`config.mk`:
```
export PLATFORM = sky130hd
export DESIGN_NAME = vliw_sequencer
export DESIGN_NICKNAME = d
export VERILOG_FILES = /design/src/rtl/vliw_sequencer.sv
export SDC_FILE = /design/constraint.sdc
export NUM_CORES = 1
export LEC_CHECK = 0
export ABC_AREA = 0
export CAP_MARGIN = 20
export CORE_ASPECT_RATIO = 1.25
export CORE_MARGIN = 2
export CORE_UTILIZATION = 45
export DETAILED_ROUTE_END_ITERATION = 8
export PLACE_DENSITY = 0.95
export SETUP_SLACK_MARGIN = 0.05
export SYNTH_ARGS = -nofsm -noshare
export SYNTH_HDL_FRONTEND = slang
export SYNTH_SLANG_ARGS = --single-unit
```
`constraint.sdc`:
```
create_clock -name clk -period 4.38 [get_ports clk]
set_clock_uncertainty 0.15 [all_clocks]
set_input_delay 0.657 -clock clk [delete_from_list [all_inputs] [get_ports clk]]
set_output_delay 0.657 -clock clk [all_outputs]
set_load 0.01 [all_outputs]
```
`src/rtl/vliw_sequencer.sv`:
```
// VLIW bundle sequencer: fetches a bundle, strobes the bundle register,
// reads the decoded fields back, issues ALU slots over valid/ready and
// chooses the next PC from the next field or from a meta jump operand.
//
// state    | meaning
// ---------+--------------------------------------------------------------
// S_IDLE   | waiting for start; pc holds the last loaded/stopped address
// S_FETCH  | one cycle, imem_req high with imem_addr = pc
// S_WAIT   | waiting for the first imem_valid after the request
// S_DECODE | one cycle; stop / halt / jump / empty / issue decision
// S_ISSUE  | presenting slot_idx to the ALU until the last slot handshakes
// S_HALT   | terminal after a meta bundle with eval_len 0; only reset leaves
module vliw_sequencer #(
   parameter int PC_W  = 16,
   parameter int LEN_W = 7
) (
   input  logic             clk,
   input  logic             rst_n,
   input  logic             start,
   input  logic [PC_W-1:0]  start_pc,
   input  logic             stop,
   output logic             imem_req,
   output logic [PC_W-1:0]  imem_addr,
   input  logic             imem_valid,
   output logic             ins_load,
   input  logic             dec_meta,
   input  logic [LEN_W-1:0] dec_eval_len,
   input  logic [PC_W-1:0]  dec_operand,
   input  logic [PC_W-1:0]  dec_next,
   output logic [LEN_W-1:0] slot_idx,
   output logic             alu_issue,
   input  logic             alu_ready,
   output logic             busy,
   output logic             halted,
   output logic [PC_W-1:0]  pc,
   output logic [15:0]      retired
);

   typedef enum logic [2:0] {
      S_IDLE, S_FETCH, S_WAIT, S_DECODE, S_ISSUE, S_HALT
   } state_t;

   state_t           r_state, w_state_nxt;
   logic [PC_W-1:0]  r_pc, w_pc_nxt;
   logic [LEN_W-1:0] r_slot_idx, w_slot_nxt;
   logic [15:0]      r_retired, w_retired_nxt;
   logic             r_imem_req, r_ins_load, r_alu_issue;
   logic             w_len_zero, w_hs, w_last_hs, w_retire;

   assign w_len_zero = (dec_eval_len == '0);
   assign w_hs       = (r_state == S_ISSUE) && r_alu_issue && alu_ready;
   assign w_last_hs  = w_hs && (r_slot_idx == dec_eval_len - LEN_W'(1));

   // State register
   always_ff @(posedge clk or negedge rst_n) begin
      if (!rst_n) r_state <= S_IDLE;
      else        r_state <= w_state_nxt;
   end

   // Next-state decision
   always_comb begin
      w_state_nxt = r_state;
      case (r_state)
         S_IDLE:   if (start) w_state_nxt = S_FETCH;
         S_FETCH:  w_state_nxt = S_WAIT;
         S_WAIT:   if (imem_valid) w_state_nxt = S_DECODE;
         S_DECODE: begin
            if (stop)                        w_state_nxt = S_IDLE;
            else if (dec_meta && w_len_zero) w_state_nxt = S_HALT;
            else if (dec_meta || w_len_zero) w_state_nxt = S_FETCH;
            else                             w_state_nxt = S_ISSUE;
         end
         S_ISSUE:  if (w_last_hs) w_state_nxt = S_FETCH;
         S_HALT:   w_state_nxt = S_HALT;
         default:  w_state_nxt = S_IDLE;
      endcase
   end

   // Datapath next values: pc selection, slot stepping, retire counting
   always_comb begin
      w_pc_nxt   = r_pc;
      w_slot_nxt = r_slot_idx;
      w_retire   = 1'b0;
      case (r_state)
         S_IDLE: if (start) w_pc_nxt = start_pc;
         S_DECODE: begin
            if (!stop) begin
               if (dec_meta && !w_len_zero) begin
                  w_pc_nxt = dec_operand;
                  w_retire = 1'b1;
               end else if (!dec_meta && w_len_zero) begin
                  w_pc_nxt = dec_next;
                  w_retire = 1'b1;
               end else if (!dec_meta) begin
                  w_slot_nxt = '0;
               end
            end
         end
         S_ISSUE: begin
            if (w_last_hs) begin
               w_pc_nxt = dec_next;
               w_retire = 1'b1;
            end else if (w_hs) begin
               w_slot_nxt = r_slot_idx + LEN_W'(1);
            end
         end
         default: ;
      endcase
      w_retired_nxt = (w_retire && (r_retired != 16'hFFFF)) ? r_retired + 16'd1 : r_retired;
   end

   // Registered outputs; strobes are derived from the upcoming state
   always_ff @(posedge clk or negedge rst_n) begin
      if (!rst_n) begin
         r_pc        <= '0;
         r_slot_idx  <= '0;
         r_retired   <= '0;
         r_imem_req  <= 1'b0;
         r_ins_load  <= 1'b0;
         r_alu_issue <= 1'b0;
      end else begin
         r_pc        <= w_pc_nxt;
         r_slot_idx  <= w_slot_nxt;
         r_retired   <= w_retired_nxt;
         r_imem_req  <= (w_state_nxt == S_FETCH);
         r_ins_load  <= (r_state == S_WAIT) && imem_valid;
         r_alu_issue <= (w_state_nxt == S_ISSUE);
      end
   end

   assign imem_req  = r_imem_req;
   assign imem_addr = r_pc;
   assign pc        = r_pc;
   assign ins_load  = r_ins_load;
   assign slot_idx  = r_slot_idx;
   assign alu_issue = r_alu_issue;
   assign retired   = r_retired;
   assign busy      = (r_state != S_IDLE) && (r_state != S_HALT);
   assign halted    = (r_state == S_HALT);

endmodule

```
==> summary.md <==
| Metric | Value |
|---|---|
| Crit path buf inv count | `1` |
| Filler cell count | `425` |
| Io pins | `around 120` |
| Slew at the pin closest to its max-slew limit | `0.6764 ns` |
| Initial antenna violation count | `0` |
| Die W | `72.36 um` |
| CTS Root Cell | `clkbuf_8` |
| Critical Path Most Common Cell | `nor4_1` |
| Syn nets | `339` |
| Residual DRC | `0` |
| Total Routed Length | `7.200 mm` |
| Synth Instances | `around 270` |
| Top_reg_cell synth | `dfrtp_1` |
| Hold WC Path Type | `primary input to asynchronous set/reset pin` |
| Final hold violations | `0` |
| CTS max path bufs | `2` |
| Die H | `89.46 um` |
| Synth warnings | `0` |
| Synth area leader | `dfrtp_1` |
| Max cap viols | `0` |
| Largest fanout on the critical path | `11` |
| Worst slew margin | `54.91%` |
| Vias per cell | `approximately 5.6` |
| Post CTS Setup Buffer Count | `0` |
| Post-Syn Area per Cell | `between 9 and 10 sq um` |
| Number of gates resized after cts | `0` |
| Leakage | `1.642 nW` |
| Post-Synthesis Cell Area | `0.002629 sq mm` |
| Sequential share of the synthesized area | `42.84%` |
| DPL Wire Length | `5.447 mm` |
| Standard-cell rows | `31` |
| Post-route clock period utilization | `74.35%` |
| H-tree lvl count | `2` |
| Share of layout cells above drive strength 1 | `6.150%` |
| Register area | `roughly 0.0011 sq mm` |
| P per Cell Area | `528.5 mW/mm^2` |
| Unrepaired setup endpoints after global routing | `no` |
| FMAX | `approximately 0.3 GHz` |
| Global-route usage over all layers | `between 20 and 25%` |
| Initial Util | `46.10%` |
| Post-synth EDFFs | `0` |
| WP data required | `4.45 ns` |
| CP Capture Type | `flip-flop` |
| Status | `completed` |
| # clock sinks | `45` |
| Final #Nets | `between 400 and 500` |
| Initial DRC Count | `217` |
| CTS clk-pin slew, worst paths | `roughly 0.080 ns` |
| Worst-skew pair later-pin latency | `0.29 ns` |
| Core region area | `around 0.0057 sq mm` |
| Post-synth top area share | `42.84%` |
| Placer Congestion | `0.8917` |
| Reg2reg setup slack | `1.54 ns` |
| Hold WS | `0.03821 ns` |
| Tmin final | `3.257 ns` |
| Worst path max stage delay | `~0.49 ns` |
| PortBufs | `121` |
| Critical path type | `primary input to flip-flop` |
| Worst EP arrival | `3.32 ns` |
| Routed Antenna Nets | `0` |
| VDD IR-drop max | `around 0.00034 V` |
| Grt ovf | `0` |
| Async set-or-reset flop fraction in the synthesized netlist | `100.0%` |
| TritonRoute pass-1 iters | `8` |
| Top cells by area, synth | `dfrtp_1 43%, a222oi_1 6.1%, buf_4 5.1%` |
| Max-slew violation count | `0` |
| Largest net degree at the start of global routing | `between 40 and 50` |
| Netlist cell types | `between 40 and 50` |
| Multi-input logic area | `0.001281 sq mm` |
| CTS tree | `built` |
| Global-route wire length before repair | `about 11 mm` |
| Startpoint types | `primary input` |
| Vias in the first global route | `2374` |
| CP delay by family, top | `simple AND/OR/NAND/NOR gates` |
| Worst path cell trace | `clkdlybuf4s50_1 -> nor4_1 -> nand3b_1 -> ha_1 -> nor3_1 -> o22ai_2 -> nor4_1 -> xor2_1` |
| Number of synthesized register bits | `45` |
| Syn-to-layout area delta | `48.45%` |
| Final setup TNS | `0 ns` |
| Clock buffer count from CTS | `5` |
| Avg WL per Cell | `16.36 um` |
| Die ar. | `0.006473 sq mm` |
| Max stage delay cell, worst path | `clkdlybuf4s50_1` |
| Antenna diode count | `0` |
| CTS hold repair buffers | `0` |
| Final setup vio count | `0` |
| Vias after detailed routing | `2483` |
[power breakdown]
part / total [W] / switching [W] / internal (W)
Combinational: 0.000993 / 0.000434 / 0.000559
Clock: 0.000366 / 0.000139 / 0.000227
Sequential: 0.000704 / 0.000164 / 0.000541
[sequential cells by signal, summed over array words and instances (netlist names)]
signal     count
retired       16
imem_addr     16
slot_idx       7
alu_issue      1
ins_load       1
r_state        3
imem_req       1
[stage by stage]
step	utilization, %	setup WS (ns)	area, sq um	power, W	instances
after floorplan	-	1.741	2629	0.001266	269
after global placement	65.61	0.8984	3741	0.001661	430
after detailed placement	65.61	0.8328	3741	0.001701	430
after CTS	67.96	1.138	3875	0.002073	438
after global routing	68.44	0.8981	3902	0.002190	440
final	68.44	1.123	3902	0.002063	440
[placed cells by master (no fill, tap or decap), types with 2 or more instances in the layout]
cell type / instances
a21oi_1: 17
a222oi_1: 16
and2_1: 3
and3_1: 2
buf_4: 3
bufinv_16: 2
clkbuf_8: 5
clkdlybuf4s50_1: 120
dfrtp_1: 45
ha_1: 8
inv_1: 8
nand2_1: 9
nand2b_1: 5
nand3_1: 10
nand3b_1: 2
nand4_1: 4
nor2_1: 35
nor2b_1: 2
nor3_1: 7
nor3_2: 2
nor4_1: 3
nor4_4: 2
o21ai_0: 12
o21ai_1: 2
o31ai_1: 3
or3_1: 2
xnor2_1: 13
xor2_1: 14
[logic make-up (layout without fill, tap and decap cells)]
family,after synthesis,after routing,share of synthesized area [%]
adder cells (fa/ha/maj),8,8,3.808
flip-flops,45,45,42.84
XOR/XNOR,27,27,8.996
multiplexers,1,1,0.4283
buffers and inverters,36,141,8.424
AND/OR/NAND/NOR,96,96,20.42
AO/OA/AOI/OAI,56,56,15.09
[Yosys cell counts (all sizes together), types with 2 or more instances]
| cell type | n |
|---|---|
| dfrtp | 45 |
| nor2 | 35 |
| buf | 23 |
| a21oi | 17 |
| a222oi | 16 |
| o21ai | 14 |
| xor2 | 14 |
| xnor2 | 13 |
| nand3 | 11 |
| nand2 | 9 |
| nor3 | 9 |
| ha | 8 |
| inv | 8 |
| clkbuf | 5 |
| nand2b | 5 |
| nor4 | 5 |
| nand4 | 4 |
| and2 | 3 |
| o31ai | 3 |
| and3 | 2 |
| nand3b | 2 |
| nor2b | 2 |
| nor3b | 2 |
| or3 | 2 |
[metal layers]
metal | global-route usage [%] | part of all wire [%]
met5 | 0 | 0
met4 | 6.861 | 2.1
met3 | 3.608 | 6.4
met2 | 40.53 | 53
met1 | 26.21 | 39
[cell type report]
type / count / share of cell area (%)
Multi-Input combinational cell: 188 / 32.83
Inverter: 8 / 0.7695
Clock buffer: 5 / 1.763
Tap cell: 66 / 2.116
Clock inverter: 3 / 1.667
Sequential cell: 45 / 28.86
Timing Repair Buffer: 125 / 32.00
[final timing paths]
kind	from	endpoint	cells after the start
setup / recovery	dec_eval_len[3]	retired[15]	8
hold / removal	rst_n	r_state[0]	1
setup reg to reg	r_state[0]	retired[15]	7
hold reg to reg	retired[9]	retired[9]	1
max in group asynchronous	rst_n	imem_addr[1]	2
min in group clk	retired[9]	retired[9]	1
No activity file was read; power rests on OpenSTA's default activity.
